File: config.mk
export PLATFORM = sky130hd
export DESIGN_NAME = bus_initiator_flat
export DESIGN_NICKNAME = d
export VERILOG_FILES = /design/src/rtl/bus_pkg.sv /design/src/rtl/bus_initiator_if.sv /design/src/rtl/bus_initiator.sv /design/src/flat_wrapper.sv
export SDC_FILE = /design/constraint.sdc
export NUM_CORES = 1
export LEC_CHECK = 0
export ABC_AREA = 0
export CAP_MARGIN = 10
export CELL_PAD_IN_SITES_DETAIL_PLACEMENT = 1
export CELL_PAD_IN_SITES_GLOBAL_PLACEMENT = 1
export CORE_MARGIN = 2
export CORE_UTILIZATION = 30
export CTS_CLUSTER_DIAMETER = 200
export DETAILED_ROUTE_END_ITERATION = 8
export GPL_TIMING_DRIVEN = 0
export PLACE_DENSITY_LB_ADDON = 0.1
export SYNTH_ARGS = -nofsm -noshare
export SYNTH_HDL_FRONTEND = slang
export SYNTH_SLANG_ARGS = --single-unit
File: constraint.sdc
create_clock -name clk -period 2.05 [get_ports clk]
set_input_delay 0.205 -clock clk [delete_from_list [all_inputs] [get_ports clk]]
set_output_delay 0.205 -clock clk [all_outputs]
set_load 0.02 [all_outputs]
File: src/rtl/bus_pkg.sv
// Shared definitions for the multi-phase bus: phase encoding consumed by the
// initiator, the phase monitor and the e-side checker, plus default parameters.
package bus_pkg;

  // Phase encoding is fixed; the monitor and checker decode these exact values.
  typedef enum logic [2:0] {
    IDLE     = 3'd0,
    ARBI     = 3'd1,
    PREAMBLE = 3'd2,
    ADDRESS  = 3'd3,
    DATA     = 3'd4
  } state_t;

  localparam int DEF_ADDR_W          = 16;
  localparam int DEF_DATA_W          = 32;
  localparam int DEF_LEN_W           = 4;
  localparam int DEF_PREAMBLE_CYCLES = 4;
  localparam int DEF_ARB_TIMEOUT     = 32;

  // Width of a counter that must hold 0 .. max(a,b)-1 (at least one bit).
  function automatic int cnt_width(input int a, input int b);
    int m;
    m = (a > b) ? a : b;
    return (m < 2) ? 1 : $clog2(m);
  endfunction

endpackage

File: src/rtl/bus_initiator_if.sv
// Command, write-data and bus-side signals of the bus initiator.
// Handshakes: a transfer happens in a cycle where valid and ready are both
// high; valid may be raised independently of ready, and the offering side
// holds its payload stable until the transfer happens.
interface bus_initiator_if
  import bus_pkg::*;
#(
  parameter int ADDR_W = DEF_ADDR_W,
  parameter int DATA_W = DEF_DATA_W,
  parameter int LEN_W  = DEF_LEN_W
);

  // command channel
  logic              cmd_valid;
  logic              cmd_ready;
  logic [ADDR_W-1:0] cmd_addr;
  logic [LEN_W-1:0]  cmd_len;

  // write-data channel
  logic              wr_valid;
  logic              wr_ready;
  logic [DATA_W-1:0] wr_data;

  // bus side
  logic              bus_req;
  logic              bus_gnt;
  state_t            bus_state;
  logic [ADDR_W-1:0] bus_addr;
  logic              bus_valid;
  logic [DATA_W-1:0] bus_data;
  logic              done;
  logic              err;

  // Initiator view.
  modport master (
    input  cmd_valid, cmd_addr, cmd_len, wr_valid, wr_data, bus_gnt,
    output cmd_ready, wr_ready, bus_req, bus_state, bus_addr, bus_valid,
           bus_data, done, err
  );

  // Environment view (command source, data source, arbiter, monitor).
  modport slave (
    output cmd_valid, cmd_addr, cmd_len, wr_valid, wr_data, bus_gnt,
    input  cmd_ready, wr_ready, bus_req, bus_state, bus_addr, bus_valid,
           bus_data, done, err
  );

endinterface

File: src/rtl/bus_initiator.sv
// Active end of the multi-phase bus. Takes one burst command, arbitrates,
// sends a fixed preamble and one address cycle, then streams len+1 data beats
// from the write-data handshake. bus_state exposes the FSM directly.
module bus_initiator
  import bus_pkg::*;
#(
  parameter int ADDR_W          = DEF_ADDR_W,
  parameter int DATA_W          = DEF_DATA_W,
  parameter int LEN_W           = DEF_LEN_W,
  parameter int PREAMBLE_CYCLES = DEF_PREAMBLE_CYCLES,
  parameter int ARB_TIMEOUT     = DEF_ARB_TIMEOUT
) (
  input  logic            clk,
  input  logic            rst_n,
  bus_initiator_if.master bus
);

  // One phase counter serves both the ARBI timeout and the PREAMBLE length.
  localparam int CNT_W = cnt_width(ARB_TIMEOUT, PREAMBLE_CYCLES);
  localparam logic [CNT_W-1:0] ARB_LAST = CNT_W'(ARB_TIMEOUT - 1);
  localparam logic [CNT_W-1:0] PRE_LAST = CNT_W'(PREAMBLE_CYCLES - 1);

  state_t             state_q, state_d;
  logic [CNT_W-1:0]   phase_cnt_q, phase_cnt_d;
  logic [LEN_W:0]     beat_cnt_q, beat_cnt_d;
  logic [ADDR_W-1:0]  addr_q, addr_d;
  logic [LEN_W-1:0]   len_q, len_d;

  logic               cmd_ready_q, cmd_ready_d;
  logic               bus_req_q, bus_req_d;
  logic [ADDR_W-1:0]  bus_addr_q, bus_addr_d;
  logic               done_q, done_d;
  logic               err_q, err_d;

  logic               cmd_accept;
  logic               arb_expire;
  logic               beat_xfer;
  logic               last_beat;

  assign cmd_accept = (state_q == IDLE) && bus.cmd_valid;
  // Grant wins over a timeout landing in the same cycle.
  assign arb_expire = (state_q == ARBI) && !bus.bus_gnt && (phase_cnt_q == ARB_LAST);
  assign beat_xfer  = (state_q == DATA) && bus.wr_valid;
  assign last_beat  = beat_xfer && (beat_cnt_q == {1'b0, len_q});

  // State, counters, latched command and registered outputs.
  always_ff @(posedge clk or negedge rst_n) begin
    if (!rst_n) begin
      state_q     <= IDLE;
      phase_cnt_q <= '0;
      beat_cnt_q  <= '0;
      addr_q      <= '0;
      len_q       <= '0;
      cmd_ready_q <= 1'b1;
      bus_req_q   <= 1'b0;
      bus_addr_q  <= '0;
      done_q      <= 1'b0;
      err_q       <= 1'b0;
    end else begin
      state_q     <= state_d;
      phase_cnt_q <= phase_cnt_d;
      beat_cnt_q  <= beat_cnt_d;
      addr_q      <= addr_d;
      len_q       <= len_d;
      cmd_ready_q <= cmd_ready_d;
      bus_req_q   <= bus_req_d;
      bus_addr_q  <= bus_addr_d;
      done_q      <= done_d;
      err_q       <= err_d;
    end
  end

  // Next phase, counter updates and command capture.
  always_comb begin
    state_d     = state_q;
    phase_cnt_d = phase_cnt_q;
    beat_cnt_d  = beat_cnt_q;
    addr_d      = addr_q;
    len_d       = len_q;
    case (state_q)
      IDLE: begin
        if (cmd_accept) begin
          addr_d      = bus.cmd_addr;
          len_d       = bus.cmd_len;
          phase_cnt_d = '0;
          state_d     = ARBI;
        end
      end
      ARBI: begin
        if (bus.bus_gnt) begin
          phase_cnt_d = '0;
          state_d     = PREAMBLE;
        end else if (arb_expire) begin
          phase_cnt_d = '0;
          state_d     = IDLE;
        end else begin
          phase_cnt_d = phase_cnt_q + CNT_W'(1);
        end
      end
      PREAMBLE: begin
        if (phase_cnt_q == PRE_LAST) begin
          phase_cnt_d = '0;
          state_d     = ADDRESS;
        end else begin
          phase_cnt_d = phase_cnt_q + CNT_W'(1);
        end
      end
      ADDRESS: begin
        beat_cnt_d = '0;
        state_d    = DATA;
      end
      DATA: begin
        if (last_beat) begin
          beat_cnt_d = '0;
          state_d    = IDLE;
        end else if (beat_xfer) begin
          beat_cnt_d = beat_cnt_q + (LEN_W + 1)'(1);
        end
      end
      default: begin
        state_d = IDLE;
      end
    endcase
  end

  // Next values of the registered outputs, derived from the next phase.
  always_comb begin
    cmd_ready_d = (state_d == IDLE);
    bus_req_d   = (state_d != IDLE);
    bus_addr_d  = ((state_d == ADDRESS) || (state_d == DATA)) ? addr_q : '0;
    done_d      = last_beat;
    err_d       = arb_expire;
  end

  assign bus.cmd_ready = cmd_ready_q;
  assign bus.bus_req   = bus_req_q;
  assign bus.bus_state = state_q;
  assign bus.bus_addr  = bus_addr_q;
  assign bus.done      = done_q;
  assign bus.err       = err_q;

  // Data path is combinational so a stalled beat never reaches the bus.
  assign bus.wr_ready  = (state_q == DATA);
  assign bus.bus_valid = beat_xfer;
  assign bus.bus_data  = beat_xfer ? bus.wr_data : '0;

endmodule

File: src/flat_wrapper.sv
// flat-port wrapper written by rule: the top's interface ports become plain ports
module bus_initiator_flat import bus_pkg::*;
#(
  parameter int ADDR_W          = DEF_ADDR_W,
  parameter int DATA_W          = DEF_DATA_W,
  parameter int LEN_W           = DEF_LEN_W,
  parameter int PREAMBLE_CYCLES = DEF_PREAMBLE_CYCLES,
  parameter int ARB_TIMEOUT     = DEF_ARB_TIMEOUT
)
  (clk, rst_n, bus_cmd_valid, bus_cmd_addr, bus_cmd_len, bus_wr_valid, bus_wr_data, bus_bus_gnt, bus_cmd_ready, bus_wr_ready, bus_bus_req, bus_bus_state, bus_bus_addr, bus_bus_valid, bus_bus_data, bus_done, bus_err);
  bus_initiator_if #(.ADDR_W(ADDR_W), .DATA_W(DATA_W), .LEN_W(LEN_W)) bus_i ();
  input  logic clk;
  input  logic rst_n;
  input wire logic [$bits(bus_i.cmd_valid)-1:0] bus_cmd_valid;
  input wire logic [$bits(bus_i.cmd_addr)-1:0] bus_cmd_addr;
  input wire logic [$bits(bus_i.cmd_len)-1:0] bus_cmd_len;
  input wire logic [$bits(bus_i.wr_valid)-1:0] bus_wr_valid;
  input wire logic [$bits(bus_i.wr_data)-1:0] bus_wr_data;
  input wire logic [$bits(bus_i.bus_gnt)-1:0] bus_bus_gnt;
  output wire logic [$bits(bus_i.cmd_ready)-1:0] bus_cmd_ready;
  output wire logic [$bits(bus_i.wr_ready)-1:0] bus_wr_ready;
  output wire logic [$bits(bus_i.bus_req)-1:0] bus_bus_req;
  output wire logic [$bits(bus_i.bus_state)-1:0] bus_bus_state;
  output wire logic [$bits(bus_i.bus_addr)-1:0] bus_bus_addr;
  output wire logic [$bits(bus_i.bus_valid)-1:0] bus_bus_valid;
  output wire logic [$bits(bus_i.bus_data)-1:0] bus_bus_data;
  output wire logic [$bits(bus_i.done)-1:0] bus_done;
  output wire logic [$bits(bus_i.err)-1:0] bus_err;
  assign bus_i.cmd_valid = bus_cmd_valid;
  assign bus_i.cmd_addr = bus_cmd_addr;
  assign bus_i.cmd_len = bus_cmd_len;
  assign bus_i.wr_valid = bus_wr_valid;
  assign bus_i.wr_data = bus_wr_data;
  assign bus_i.bus_gnt = bus_bus_gnt;
  assign bus_cmd_ready = bus_i.cmd_ready;
  assign bus_wr_ready = bus_i.wr_ready;
  assign bus_bus_req = bus_i.bus_req;
  assign bus_bus_state = bus_i.bus_state;
  assign bus_bus_addr = bus_i.bus_addr;
  assign bus_bus_valid = bus_i.bus_valid;
  assign bus_bus_data = bus_i.bus_data;
  assign bus_done = bus_i.done;
  assign bus_err = bus_i.err;
  bus_initiator #(.ADDR_W(ADDR_W), .DATA_W(DATA_W), .LEN_W(LEN_W), .PREAMBLE_CYCLES(PREAMBLE_CYCLES), .ARB_TIMEOUT(ARB_TIMEOUT)) u_core (.clk(clk), .rst_n(rst_n), .bus(bus_i));
endmodule
==> run_results.csv, run 1 <==
group,metric,value,unit
clocking,path_clk_slew,0.09,ns
status,status,"finished, final reports clean",
grt,grt_max_degree,32,
finish,area_growth,53.7,%
finish,design_area,0.00367,mm^2
timing,rsz0062_at_grt,"true",
setup_path,start_kind,"register",
routing,via_per_inst,4.51,
synthesis,synth_top_area_cell,"dfrtp_1",
floorplanning,die_h,93.2,um
flow_run,drv_cap,0,
finish,final_nets,387,
timing,drv_slew,0,
routing,ant_nets,0,
clocking,clkLatencyLatePin,0.30,ns
synthesis,synth.top_cells.by_area,"dfrtp_1 55%, and2_1 13%, mux2_2 10%",
pwr,totalPowerFinal,4010,uW
placed_design,portBuffers,113,
grt,grt_antenna_before_repair,0,
timing,final.period_utilization,95.3,%
setup_path,cp_max_fo,10,
floorplanning,die-area,0.00868,mm^2
floorplanning,start_util,30.9,%
setup_path,worst-setup-path-type,"reg -> out",
synthesis,synth.distinct_cells,33,
timing,max-slew-margin-rel,59.1,%
routing,drt_wl_total,5930,um
routing,vias,1941,
synthesis,synth_top_area_share,54.5,%
grt,use_met3,7.17,%
timing,tightest_slew,0.608,ns
finish,layout_commonest_cell,"clkdlybuf4s50_1",
synthesis,syn_nets,265,
placed_design,place_area,0.00366,mm^2
pwr,p_per_area,1090,mW/mm^2
timing,clock.fmax,512,MHz
setup_path,worstPathRequired,1.85,ns
routing,wl_per_cell,13.8,um
timing,skew,0.00590,ns
synthesis,syn-cell-area,0.00239,mm^2
routing,drtIter0Drc,71,
synthesis,syn_inst,205,
synthesis,synth.avg_cell_area,11.6,um^2
routing,remaining_drc_errors,0,
synthesis,yosysSeqAreaShare,55.6,%
grt,grt_pass1_wl,9940,um
grt,grt_usage,14.6,%
grt,overflow,0,
setup_path,crit_path_end_kind,"output pin",
finish,drive_above_1_share,23.2,%
setup_path,cp.arrival,1.75,ns
grt,busiest_layer,"met2",
pwr,leakagePower,0.00170,uW
routing,drtPass1Iterations,4,
floorplanning,core,0.00773,mm^2
timing,finalSetupViolCount,0,
floorplanning,io_pins,114,
clocking,cts_root_buf,"clkbuf_8",
finish,mostFrequentLayoutCells,"78 x clkdlybuf4s50_1, 51 x dfrtp_1, 49 x and2_1",
clocking,cts_tree,"done",
synthesis,synth-seq-cells,53,
placed_design,dpl.hpwl,4700,um
pwr,peakVddDrop,0.336,mV
grt,met2_usage,23.6,%
floorplanning,die_w,93.2,um
placed_design,gp_congestion,0.676,
grt,grt_pass1_vias,2071,
clocking,numCtsBuffers,5,
clocking,cts.path.max_buffers,2,
timing,min_period,1.95,ns
worst_hold_path,hold_path.class,"in -> async",
finish,antennaDiodeCount,0,
floorplanning,num_rows,32,
grt,use_met1,17.0,%
clocking,htree_levels,2,
timing,hold_violations,0,
synthesis,yosysWarningCount,0,
clocking,clkSinkCount,53,
setup_path,r2r_cells,6,
-- worst paths after layout --
kind                                                 to  slack [ns]               startpoint
worst max-delay path                   bus_bus_data[21]         0.1  u_core.bus.bus_state[1]
worst min-delay path             u_core.bus.bus_addr[1]        0.41                    rst_n
worst max register to register    u_core.phase_cnt_q[0]        0.15    u_core.phase_cnt_q[0]
worst min register to register   u_core.bus.bus_addr[3]        0.48         u_core.addr_q[3]
max in group asynchronous       u_core.bus.bus_state[1]        1.09                    rst_n
min in group clk                 u_core.bus.bus_addr[3]        0.48         u_core.addr_q[3]
-- per-layer routing --
metal | part of all wire (%) | vias up
met2 | 45 | 99
met5 | 0 | -
met4 | 1.1 | 0
met3 | 12 | 4
met1 | 41 | 904
li1 | - | 934
-- metrics by stage --
stage	setup TNS [ns]	hold WS, ns	setup WS, ns	instances	util (%)
2_1_floorplan	0	-0.0906	0.167	205	-
4_1_cts	0	0.422	0.000230	430	48.8
5_1_grt	-0.111	0.452	-0.0246	430	47.5
6_report	0	0.406	0.0958	430	47.5
3_5_place_dp	-9.46	0.216	-0.360	421	47.4
3_3_place_gp	-54.26	0.454	-0.870	420	47.2
-- logic make-up after synthesis --
family	share of synthesized area, %
and+or+nand+nor	23.3
AOI/OAI and AO/OA	5.72
muxes	10.4
DFF	55.6
xor gates and xnor gates	1.10
adders and majority gates	1.57
buffers and inverters	2.31
-- worst max-delay path: stages, from the launching register on --
cell and delay (ns):
dfrtp_2 0.47, and4bb_4 0.38, buf_2 0.19, and2_1 0.14
clkdlybuf4s15_2 0.27
-- synthesized netlist by cell type, drive strengths merged --
cell type,number
a22o,3
and3,3
nor3,3
or4,1
a31o,1
nand2b,3
xor2,3
clkbuf,5
and2,49
dfrtp,52
o21bai,1
nor2,8
o21ai,4
nand2,9
ha,3
a21oi,5
o32a,1
inv,3
o31ai,1
mux2,22
nand3b,2
nor4b,2
buf,4
and4bb,1
a21o,1
nand3,6
a31oi,1
dfstp,1
nor2b,5
a2bb2oi,1
nor3b,1
-- state kept, by name, summed over array words and instances, names as in the netlist --
signal,cells
u_core.addr_q,16
u_core.bus.bus_req,1
u_core.bus.cmd_ready,1
u_core.bus.bus_state,3
u_core.beat_cnt_q,5
u_core.bus.err,1
u_core.phase_cnt_q,5
u_core.len_q,4
u_core.bus.done,1
u_core.bus.bus_addr,16
-- timing repair --
item,in CTS,in global routing
hold buffers,1,0
resized for setup,74,30
buffers inserted,0,0
endpoints found under the hold margin,21,0
endpoints found under the setup margin,43,45
-- power by group --
part / leakage, uW / total [uW] / switching (uW) / internal (uW)
logic: 0.000987 / 1820 / 896 / 922
registers: 0.000678 / 1620 / 190 / 1430
clock network: 0.0000374 / 574 / 333 / 241
-- cell type report --
class | instances | area (um^2)
clock buffers | 6 | 72.6
plain buffers | 9 | 51.3
clock inverters | 2 | 15.0
flip-flops and latches | 53 | 1330
multi-input cells | 140 | 1010
well taps | 102 | 128
fillers | 865 | 4060
inverters | 3 | 11.3
repair buffers | 115 | 1050
Note: power is estimated with default switching activity, not from simulation.
==> run 2: changes to the inputs <==
SETUP_SLACK_MARGIN = 0.3   (was default)
SLEW_MARGIN = 25   (was default)
==> run 2 against run 1 <==
Power up 20%. Sequential share of layout area down 5.4 points. Design area up 18%. Critical path depth up 1. Largest cell class is now buffers.
==> run_results.csv, run 2 (synthesis gave the netlist of run 1 again) <==
group,metric,value,unit
floorplanning,die-area,0.00868,mm^2
timing,final.period_utilization,91.2,%
routing,via_per_inst,4.63,
pwr,peakVddDrop,0.346,mV
setup_path,worstPathRequired,1.85,ns
timing,min_period,1.87,ns
setup_path,slowest_delay,0.46,ns
timing,drv_slew,0,
finish,mostFrequentLayoutCells,"78 x clkdlybuf4s50_1, 49 x dfrtp_1, 38 x buf_6",
floorplanning,die_w,93.2,um
pwr,leakagePower,0.00199,uW
floorplanning,die_h,93.2,um
timing,whs,0.474,ns
finish,final_nets,413,
flow_run,drv_cap,0,
timing,skew,0.00534,ns
grt,grt_max_degree,54,
grt,grt_antenna_before_repair,0,
floorplanning,core,0.00773,mm^2
grt,grt_pass1_wl,10700,um
setup_path,path_common_cell,"buf_6",
timing,rsz0062_at_grt,"true",
clocking,clkSinkCount,53,
setup_path,start_kind,"register",
timing,max-slew-margin-rel,54.5,%
finish,antennaDiodeCount,0,
timing,clock.fmax,535,MHz
routing,vias,2110,
clocking,cts_root_buf,"clkbuf_8",
floorplanning,start_util,30.9,%
clocking,cts.path.max_buffers,2,
routing,drtIter0Drc,70,
worst_hold_path,hold_path.class,"in -> async",
clocking,path_clk_slew,0.10,ns
clocking,htree_levels,2,
timing,hold_violations,0,
finish,final_core_util,55.8,%
routing,ant_nets,0,
routing,wl_per_cell,15.6,um
setup_path,worst-setup-path-type,"reg -> out",
placed_design,place_area,0.00365,mm^2
finish,design_area,0.00431,mm^2
routing,remaining_drc_errors,0,
clocking,numCtsBuffers,5,
status,status,"finished, final reports clean",
timing,setup_tns,0,ns
timing,finalSetupViolCount,0,
setup_path,cp_max_fo,7,
grt,grt_pass1_vias,2190,
floorplanning,io_pins,114,
clocking,clkLatencyLatePin,0.31,ns
clocking,cts_tree,"done",
grt,overflow,0,
setup_path,crit_path_end_kind,"output pin",
finish,layout_commonest_cell,"clkdlybuf4s50_1",
placed_design,portBuffers,113,
floorplanning,num_rows,32,
finish,area_growth,80.7,%
routing,drtPass1Iterations,4,
setup_path,slowest_stage,"and4bb_4",
setup_path,cp.arrival,1.67,ns
placed_design,gp_congestion,0.708,
finish,fin_cells,456,
routing,drt_wl_total,7120,um
grt,grt_usage,15.6,%
placed_design,dpl.hpwl,4610,um
finish,drive_above_1_share,42.1,%
timing,tightest_slew,0.682,ns
placed_design,dp_cells,420,
setup_path,path_cells,"and4bb_4 -> buf_8 -> buf_6 -> and2_4 -> buf_6",
pwr,p_per_area,1110,mW/mm^2
[run 2: cell count changes in the layout (fill, tap and decap cells not counted), moves of 4 or more]
cell / before / now
buf_6: 0 / 38
and2_1: 49 / 21
and2_4: 0 / 28
clkbuf_2: 24 / 2
buf_4: 2 / 15
mux2_2: 22 / 10
mux2_4: 0 / 12
buf_8: 0 / 9
clkdlybuf4s15_2: 6 / 0
dlygate4sd2_1: 4 / 0
[run 2: through the flow]
| step | total power (uW) | setup WS, ns |
|---|---|---|
| after floorplan | 2770 | 0.314 |
| after detailed placement | 3530 | -0.347 |
| after CTS | 4440 | 0.111 |
| after global routing | 5100 | 0.102 |
| final | 4790 | 0.180 |
| after global placement | 3470 | -1.04 |
[run 2: critical path, delay by kind of cell (launching register included)]
family                 cells  cell delay, ns
and+or+nand+nor            2            0.59
DFF                        1            0.43
buffers and inverters      3            0.34
[run 2: path summary, 6_finish.rpt]
| kind | cells after the start | slack (ns) | startpoint | to |
|---|---|---|---|---|
| hold reg to reg | 1 | 0.48 | u_core.addr_q[10] | u_core.bus.bus_addr[10] |
| max in group asynchronous | 2 | 1.08 | rst_n | u_core.bus.bus_state[0] |
| setup / recovery | 5 | 0.18 | u_core.bus.bus_state[0] | bus_bus_data[12] |
| hold / removal | 2 | 0.47 | rst_n | u_core.bus.bus_addr[5] |
| setup reg to reg | 7 | 0.28 | u_core.bus.bus_state[0] | u_core.beat_cnt_q[4] |
| min in group clk | 1 | 0.48 | u_core.addr_q[10] | u_core.bus.bus_addr[10] |
[run 2: cell type report]
type / count / area (um^2)
fill: 800 / 3420
timing repair buffer: 140 / 1410
sequential: 53 / 1330
multi-input combinational: 141 / 1220
tap: 102 / 128
buffer: 9 / 118
clock buffer: 5 / 68.8
clock inverter: 3 / 21.3
inverter: 3 / 11.3
[run 2: power breakdown]
group,internal [uW],switching (uW),total [uW]
Sequential,1430,186,1620
Clock,243,362,605
Combinational,1440,1130,2570
[run 2: repair_timing]
item	4_1_cts	5_1_grt
hold endpoints to repair	52	0
endpoints found under the setup margin	80	65
resized for setup	241	50
pin swaps	23	18
setup buffers	13	8
cloned	4	2
hold buffers	1	0
[run 2: routing by layer]
metal  GRT usage [%]  vias to the layer above  wire length [um]  share of wire (%)
met5               0                        -                 0                  0
met4            4.41                        0                76                1.1
met3            6.69                        6               697                9.8
met2            26.1                       98              3500                 49
met1            18.4                     1019              2850                 40
li1                -                      987                 -                  -
